File: src/rtl/imm_encoder_if.sv
// Instruction-type encoding and the valid/ready bus of the immediate encoder:
// an input beat {type, imm, base} and an output beat {inst, err}.
package imm_encoder_pkg;
  typedef enum logic [2:0] {
    INST_TYPE_I = 3'd0,
    INST_TYPE_S = 3'd1,
    INST_TYPE_B = 3'd2,
    INST_TYPE_U = 3'd3,
    INST_TYPE_J = 3'd4
  } InstructionType;
endpackage

interface imm_encoder_if;
  import imm_encoder_pkg::*;

  logic           in_valid;
  logic           in_ready;
  InstructionType in_type;
  logic [31:0]    in_imm;
  logic [31:0]    in_base;
  logic           out_valid;
  logic           out_ready;
  logic [31:0]    out_inst;
  logic           out_err;

  modport master (
    output in_valid, in_type, in_imm, in_base, out_ready,
    input  in_ready, out_valid, out_inst, out_err
  );

  modport slave (
    input  in_valid, in_type, in_imm, in_base, out_ready,
    output in_ready, out_valid, out_inst, out_err
  );
endinterface

File: src/rtl/imm_encoder.sv
// Two-stage immediate encoder: scatters a 32-bit immediate into the RV32I
// fields of a base instruction word and flags values the type cannot hold.
module imm_encoder
  import imm_encoder_pkg::*;
#(
  parameter int unsigned ERR_CNT_W = 16
) (
  input  logic                 clk,
  input  logic                 rst,
  imm_encoder_if.slave         bus,
  output logic [ERR_CNT_W-1:0] err_count
);

  logic           a_valid;
  InstructionType a_type;
  logic [31:0]    a_imm;
  logic [31:0]    a_base;

  logic           b_valid;
  logic [31:0]    b_inst;
  logic           b_err;

  logic           a_ready;
  logic           b_ready;
  logic [31:0]    enc_inst;
  logic           enc_err;

  // Ready ripples combinationally from out_ready back to in_ready.
  assign b_ready       = !b_valid || bus.out_ready;
  assign a_ready       = !a_valid || b_ready;
  assign bus.in_ready  = a_ready;
  assign bus.out_valid = b_valid;
  assign bus.out_inst  = b_inst;
  assign bus.out_err   = b_err;

  function automatic logic all_eq21(input logic [20:0] v);
    return (&v) || (~|v);
  endfunction

  always_comb begin
    enc_inst = a_base;
    enc_err  = 1'b0;
    case (a_type)
      INST_TYPE_I: begin
        enc_inst[31:20] = a_imm[11:0];
        enc_err         = !all_eq21(a_imm[31:11]);
      end
      INST_TYPE_S: begin
        enc_inst[31:25] = a_imm[11:5];
        enc_inst[11:7]  = a_imm[4:0];
        enc_err         = !all_eq21(a_imm[31:11]);
      end
      INST_TYPE_B: begin
        enc_inst[31]    = a_imm[12];
        enc_inst[7]     = a_imm[11];
        enc_inst[30:25] = a_imm[10:5];
        enc_inst[11:8]  = a_imm[4:1];
        enc_err         = a_imm[0] || !((&a_imm[31:12]) || (~|a_imm[31:12]));
      end
      INST_TYPE_U: begin
        enc_inst[31:12] = a_imm[31:12];
        enc_err         = |a_imm[11:0];
      end
      INST_TYPE_J: begin
        enc_inst[31]    = a_imm[20];
        enc_inst[19:12] = a_imm[19:12];
        enc_inst[20]    = a_imm[11];
        enc_inst[30:21] = a_imm[10:1];
        enc_err         = a_imm[0] || !((&a_imm[31:20]) || (~|a_imm[31:20]));
      end
      default: begin
        enc_inst = a_base;
        enc_err  = 1'b0;
      end
    endcase
  end

  always_ff @(posedge clk) begin
    if (rst) begin
      a_valid   <= 1'b0;
      a_type    <= INST_TYPE_I;
      a_imm     <= '0;
      a_base    <= '0;
      b_valid   <= 1'b0;
      b_inst    <= '0;
      b_err     <= 1'b0;
      err_count <= '0;
    end else begin
      if (a_ready) begin
        a_valid <= bus.in_valid;
        if (bus.in_valid) begin
          a_type <= bus.in_type;
          a_imm  <= bus.in_imm;
          a_base <= bus.in_base;
        end
      end
      if (b_ready) begin
        b_valid <= a_valid;
        if (a_valid) begin
          b_inst <= enc_inst;
          b_err  <= enc_err;
        end
      end
      if (b_valid && bus.out_ready && b_err && (err_count != '1))
        err_count <= err_count + 1'b1;
    end
  end

endmodule

File: src/flat_wrapper.sv
// flat-port wrapper written by rule: the top's interface ports become plain ports
module imm_encoder_flat import imm_encoder_pkg::*;
#(
  parameter int unsigned ERR_CNT_W = 16
)
  (clk, rst, err_count, bus_in_valid, bus_in_type, bus_in_imm, bus_in_base, bus_out_ready, bus_in_ready, bus_out_valid, bus_out_inst, bus_out_err);
  imm_encoder_if bus_i ();
  input  logic clk;
  input  logic rst;
  output logic [ERR_CNT_W-1:0] err_count;
  input wire logic [$bits(bus_i.in_valid)-1:0] bus_in_valid;
  input wire logic [$bits(bus_i.in_type)-1:0] bus_in_type;
  input wire logic [$bits(bus_i.in_imm)-1:0] bus_in_imm;
  input wire logic [$bits(bus_i.in_base)-1:0] bus_in_base;
  input wire logic [$bits(bus_i.out_ready)-1:0] bus_out_ready;
  output wire logic [$bits(bus_i.in_ready)-1:0] bus_in_ready;
  output wire logic [$bits(bus_i.out_valid)-1:0] bus_out_valid;
  output wire logic [$bits(bus_i.out_inst)-1:0] bus_out_inst;
  output wire logic [$bits(bus_i.out_err)-1:0] bus_out_err;
  assign bus_i.in_valid = bus_in_valid;
  assign bus_i.in_type = bus_in_type;
  assign bus_i.in_imm = bus_in_imm;
  assign bus_i.in_base = bus_in_base;
  assign bus_i.out_ready = bus_out_ready;
  assign bus_in_ready = bus_i.in_ready;
  assign bus_out_valid = bus_i.out_valid;
  assign bus_out_inst = bus_i.out_inst;
  assign bus_out_err = bus_i.out_err;
  imm_encoder #(.ERR_CNT_W(ERR_CNT_W)) u_core (.clk(clk), .rst(rst), .bus(bus_i), .err_count(err_count));
endmodule
File: config.mk
export PLATFORM = sky130hd
export DESIGN_NAME = imm_encoder_flat
export DESIGN_NICKNAME = d
export VERILOG_FILES = /design/src/rtl/imm_encoder_if.sv /design/src/rtl/imm_encoder.sv /design/src/flat_wrapper.sv
export SDC_FILE = /design/constraint.sdc
export NUM_CORES = 1
export LEC_CHECK = 0
export CAP_MARGIN = 20
export CELL_PAD_IN_SITES_DETAIL_PLACEMENT = 1
export CELL_PAD_IN_SITES_GLOBAL_PLACEMENT = 1
export CORE_MARGIN = 1
export CORE_UTILIZATION = 36
export DETAILED_ROUTE_END_ITERATION = 8
export PLACE_DENSITY_LB_ADDON = 0.1
export SYNTH_ARGS = -nofsm -noshare
export SYNTH_HDL_FRONTEND = slang
export SYNTH_SLANG_ARGS = --single-unit
File: constraint.sdc
create_clock -name clk -period 2.3 [get_ports clk]
set_input_delay 0.69 -clock clk [delete_from_list [all_inputs] [get_ports clk]]
set_output_delay 0.69 -clock clk [all_outputs]
set_load 0.1 [all_outputs]
==> metrics.yaml, run 1 <==
timing:
  clock_skew_ps: 18.8
  timing.final.crit_period_ps: 2110
  period_share_pct: 91.7
  tightest_slew_ps: 705
  hold_slack_ps: 457
  max_slew_margin_pct: 52.7
  rsz0062_at_grt: "no"
  finalSetupViolCount: 0
  max_freq_ghz: 0.474
  setup_tns_ps: 0
  hold_violations: 0
  slew_viol_final: 0
worst_setup_path:
  crit_path_start_kind: "input port"
  reg2reg_to: "u_core.err_count[10]"
  r2r_slack_ps: 550
  reg2regPathDepth: 6
  cp_slowest_cell: "dlygate4sd2_1"
  crit_chain: "dlygate4sd2_1 -> nor2b_4 -> nand2_2 -> buf_12"
  crit_path_max_fanout: 4
  critPathArrivalTime_ps: 1420
  r2r-start: "u_core.err_count[0]"
  worstPathRequired_ps: 1610
  critPathCaptureType: "output port"
  critPathKind: "input port to output port"
  slowest_delay_ps: 280
placement:
  io_buffers: 121
  gp_congestion: 0.811
  post_dp_cell_area_um2: 6330
  dp.final_hpwl_um: 10600
logic_synthesis:
  syn_inst: 616
  synth_edf_count: 0
  synth_ff_type: "dfxtp_1"
  syn_avg_cell_area_um2: 8.02
  syn_nets: 688
  synth_cell_type_count: 51
  async_reset_ff_share_pct: 0
  ys_top_cells_by_area: "dfxtp_1 48%, nand2_1 12%, a21oi_1 9.2%"
  yosysTopAreaCell: "dfxtp_1"
  syn_area_um2: 4940
  ys_warn_count: 0
  yosysSeqAreaShare_pct: 47.8
  ys_ff_latch: 118
  synth_top_cell_area_share_pct: 47.8
clock_tree:
  root_buffer: "clkbuf_16"
  numClockSinks: 118
  htree_levels: 4
  cts_tree: "built"
  cts.path.max_buffers: 2
  insertion_delay_ps: 420
  cts_inserted_buffers: 17
  clk_pin_slew_worst_paths_ps: 50
  hold_buffers: 0
floorplan:
  rows: 42
  dieHeight_um: 119
  initial_core_util_pct: 37.1
  dieArea_um2: 14200
  coreArea_um2: 13300
  fp.dieW_um: 119
  io_pins: 122
job:
  maxCapViolations: 0
final_layout:
  seqCellArea_um2: 2370
  num-fill-cells: 1594
  syn_to_final_growth_pct: 40.5
  antennaDiodeCount: 0
  nets: 805
  stdcell_area_um2: 6940
  drive_gt1_share_pct: 16.8
  multi_input_area_um2: 2360
global_route:
  globalRouteTotalUtil_pct: 21.7
  grt_pass1_wl_um: 24000
  grt_max_degree: 40
  antenna_found_initial: 0
  grt_pass1_vias: 4827
  grt_overflow: 0
power:
  finalPower_mw: 5.73
  ir_worst_vdd_mv: 0.485
  p_leak_nw: 2.68
  p_per_area_nw_per_um2: 826
drt:
  first_iter_violations: 291
  first_pass_iters: 4
  drcViolationCount: 0
  vias: 4705
  routed_wl_um: 14800
  wl_per_cell_um: 16.1
  avgViaCountPerCell: 5.10
  drtAntennaViolNets: 0
worst_hold_path:
  hold_path.class: "flop to flop"
  min_from: "u_core.a_base[12]"
  whs_endpoint: "u_core.a_base[12]"
  holdPathStages: 2
outcome:
  status: "completed"
[where the power goes]
group	switching [mW]	leakage, nW	internal [mW]
Clock	0.900	0.296	1.81
Sequential	0.0891	0.969	2.15
Combinational	0.496	1.41	0.291
[stage by stage]
stage / util, % / cells / setup WS, ps
CTS: 52.2 / 922 / 181
detailed placement: 47.6 / 890 / -126
global placement: 47.6 / 890 / -46.8
floorplan: - / 616 / 13.0
finish: 52.2 / 922 / 190
global route: 52.2 / 922 / 162
[timing repair]
action / in CTS / in global routing
buffers inserted: 0 / 0
gates resized for setup: 1 / 0
setup endpoints to repair: 1 / 0
[how the worst max path moves through the flow]
stage	start	to	slack [ps]	cells past startpoint
2_1_floorplan	u_core.err_count[3]	u_core.err_count[10]	10	5
3_3_place_gp	bus_out_ready	u_core.err_count[10]	-50	6
3_5_place_dp	bus_out_ready	u_core.err_count[10]	-130	6
4_1_cts	bus_out_ready	bus_in_ready	180	4
5_1_grt	bus_out_ready	bus_in_ready	160	4
6_report	bus_out_ready	bus_in_ready	190	4
[critical path: cells and delay by family]
kind                   cells  cell delay [ps]
buffers and inverters      2              460
AND/OR/NAND/NOR            2              260
[cell usage after synthesis, types with 2 or more instances]
library cell,instances
nand2_1,160
dfxtp_1,118
a21oi_1,91
nor2_1,56
clkbuf_1,23
a211oi_1,17
buf_2,17
nor3_1,15
xnor2_1,14
mux2i_1,13
nand3_1,11
nor4_1,10
nand4_1,6
o22ai_1,6
a211oi_2,5
inv_1,5
a221o_1,4
nand3b_1,4
and3_1,3
buf_1,3
nand2b_1,2
o211ai_1,2
o221ai_1,2
or3_4,2
[flip-flops by register name (all words and copies together), names as in the netlist]
| register | count |
|---|---|
| u_core.a_base | 32 |
| u_core.a_imm | 32 |
| u_core.a_type | 3 |
| u_core.a_valid | 1 |
| u_core.bus.out_err | 1 |
| u_core.bus.out_inst | 32 |
| u_core.bus.out_valid | 1 |
| u_core.err_count | 16 |
[cell families (layout without fill, tap and decap cells)]
| family | count (synthesis) | after routing | synth area share (%) |
|---|---|---|---|
| mux | 13 | 13 | 2.63 |
| simple gates | 280 | 280 | 24.8 |
| fa+ha+maj | 2 | 2 | 0.456 |
| xor+xnor | 15 | 15 | 2.66 |
| compound gates | 138 | 138 | 17.2 |
| buf+inv | 50 | 180 | 4.46 |
| flops | 118 | 118 | 47.8 |
[cell usage in the layout, fill, tap and decap left out, drive strengths merged, types with 2 or more instances in the layout]
master,netlist,layout
nor4,10,10
bufinv,0,3
inv,5,5
o21ai,2,2
nand2b,2,2
clkdlybuf4s50,0,68
clkinvlp,0,2
a21oi,92,92
nand3,12,12
a221o,4,4
or3,3,3
xnor2,14,14
clkbuf,23,24
nor3,15,15
nand4,6,6
clkinv,0,3
and2,2,2
dfxtp,118,118
nor3b,2,2
nor2,56,56
nor2b,2,2
mux2i,13,13
o221ai,2,2
o211ai,2,2
nand3b,4,4
buf,22,74
a211oi,22,22
and3,3,3
nand2,160,160
o22ai,6,6
[per-layer routing]
| layer | share of wire, % | GRT usage (%) | wire, um |
|---|---|---|---|
| met1 | 47 | 27.0 | 6920 |
| met2 | 48 | 36.3 | 7110 |
| met3 | 4.0 | 4.98 | 586 |
| met4 | 1.4 | 8.15 | 201 |
| met5 | 0 | 0 | 0 |
[final cells by class]
cell class	count	share of cell area, %
sequential	118	34.1
multi-input combinational	448	34.1
timing repair buffer	143	19.6
clock buffer	24	7.08
tap	176	3.17
clock inverter	8	1.73
inverter	5	0.270
No activity file was read; power rests on OpenSTA's default activity.
==> run 2, diff against run 1 <==
--- a/config.mk
+++ b/config.mk
@@ -8,6 +8,7 @@
 export CAP_MARGIN = 20
 export CELL_PAD_IN_SITES_DETAIL_PLACEMENT = 1
 export CELL_PAD_IN_SITES_GLOBAL_PLACEMENT = 1
+export CORE_ASPECT_RATIO = 2
 export CORE_MARGIN = 1
 export CORE_UTILIZATION = 36
 export DETAILED_ROUTE_END_ITERATION = 8
==> run 2 against run 1 <==
  * The flow now finishes with violations (design-rule violations)
  * Register-to-register slack got worse by 90 ps
  * Non-clock buffer count increased by 1
  * Maximum frequency increased by 8.1%
  * First-iteration DRC count decreased by 48%
  * Setup slack improved by 160 ps
  * Combinational power decreased by 0.9%
  * Count of clock-buffer cells in the layout decreased by 6
  * Sequential power about the same
  * Die area increased by 0.20%
  * Critical endpoint unchanged
  * Largest cell class unchanged
  * Highest routed layer unchanged
==> metrics.yaml, run 2 (synthesized netlist as in run 1, its figures left out) <==
outcome:
  violations: "design-rule violations"
  status: "finished, violations left"
worst_setup_path:
  reg2reg_to: "u_core.bus.out_inst[19]"
  crit_path_start_kind: "input port"
  critPathCaptureType: "output port"
  critPathArrivalTime_ps: 1260
  reg2regPathDepth: 4
  crit_path_max_fanout: 3
  r2r_slack_ps: 460
  r2r-start: "u_core.a_type[1]"
  critPathKind: "input port to output port"
  worstPathRequired_ps: 1610
drt:
  first_pass_iters: 6
  drcViolationCount: 5
  avgViaCountPerCell: 5.29
  vias: 4762
  drtAntennaViolNets: 0
  first_iter_violations: 152
  wl_per_cell_um: 17.1
  routed_wl_um: 15400
clock_tree:
  cts_inserted_buffers: 17
  cts.path.max_buffers: 2
  insertion_delay_ps: 410
  htree_levels: 4
  hold_buffers: 0
  cts_tree: "built"
  clk_pin_slew_worst_paths_ps: 60
  numClockSinks: 118
  root_buffer: "clkbuf_16"
timing:
  period_share_pct: 84.9
  rsz0062_at_grt: "no"
  tightest_slew_ps: 701
  finalSetupViolCount: 0
  timing.final.crit_period_ps: 1950
  slew_viol_final: 0
  setup_slack_ps: 348
  hold_violations: 0
  max_slew_margin_pct: 52.9
  max_freq_ghz: 0.512
  hold_slack_ps: 450
  clock_skew_ps: 6.37
floorplan:
  fp.dieW_um: 84.8
  coreArea_um2: 13400
  io_pins: 122
  dieArea_um2: 14200
  dieHeight_um: 168
  rows: 60
  initial_core_util_pct: 36.8
power:
  ir_worst_vdd_mv: 0.517
  p_leak_nw: 2.69
  p_per_area_nw_per_um2: 844
  finalPower_mw: 5.88
job:
  maxCapViolations: 0
worst_hold_path:
  min_from: "u_core.a_base[5]"
  hold_path.class: "flop to flop"
  whs_endpoint: "u_core.bus.out_inst[5]"
  holdPathStages: 2
final_layout:
  antennaDiodeCount: 0
  syn_to_final_growth_pct: 40.9
  utilization_pct: 51.8
  nets: 806
  final_cell_mix: "158 x nand2_1, 114 x dfxtp_1, 91 x a21oi_1"
  num-fill-cells: 1614
  final_common_cell: "nand2_1"
  drive_gt1_share_pct: 17.2
placement:
  post-place-ws_ps: -72.0
  io_buffers: 121
  gp_congestion: 0.779
  dp.final_hpwl_um: 11300
global_route:
  antenna_found_initial: 0
  globalRouteTotalUtil_pct: 22.5
  grt_overflow: 0
  grt_pass1_wl_um: 24700
  grt_pass1_vias: 4919
  grt_max_degree: 57
[run 2: critical path: stages]
cell and delay [ps]:
dlymetal6s2s_1 160, nor2b_4 130, nand2_2 90, buf_12 180
[run 2: area by class of cell]
cell class,count,area (um^2),area share [%]
multi-input combinational,448,2360,34.0
tap,155,194,2.79
timing repair buffer,144,1380,19.8
clock buffer,18,439,6.31
sequential,118,2370,34.0
clock inverter,13,195,2.80
inverter,5,18.8,0.270
[run 2: where the power goes]
part	leakage, nW	total, mW	switching, mW	internal, mW
Sequential	0.969	2.24	0.0952	2.15
Clock	0.300	2.86	1.01	1.85
Combinational	1.42	0.779	0.492	0.287
Total	2.69	5.88	1.59	4.28
[run 2: worst max path at each step]
| stage | start | endpoint | slack (ps) | depth (start not counted) |
|---|---|---|---|---|
| 6_report | bus_out_ready | bus_in_ready | 350 | 4 |
| 5_1_grt | u_core.a_type[1] | u_core.bus.out_inst[12] | 290 | 4 |
| 2_1_floorplan | u_core.err_count[3] | u_core.err_count[10] | 10 | 5 |
| 4_1_cts | bus_out_ready | bus_in_ready | 20 | 4 |
| 3_5_place_dp | bus_out_ready | u_core.err_count[7] | -70 | 6 |
| 3_3_place_gp | bus_out_ready | bus_in_ready | -20 | 4 |
[run 2: repair_timing]
item,CTS,global route
cloned,0,0
buffers inserted,1,0
endpoints found under the setup margin,1,1
resized for setup,0,1
[run 2: metrics by stage]
step	setup TNS (ps)	cell area (um^2)	cells
after global placement	-60.5	6320	869
after detailed placement	-374	6320	869
after floorplan	0	4950	616
after CTS	0	6960	901
final	0	6960	901
after global routing	0	6960	901
[run 2: metal layers]
metal | up-vias | track usage, % | wire length [um]
li1 | 2341 | - | -
met1 | 2300 | 21.9 | 5670
met2 | 94 | 44.3 | 8960
met3 | 27 | 4.73 | 408
met4 | 0 | 9.21 | 395
met5 | - | 0 | 0
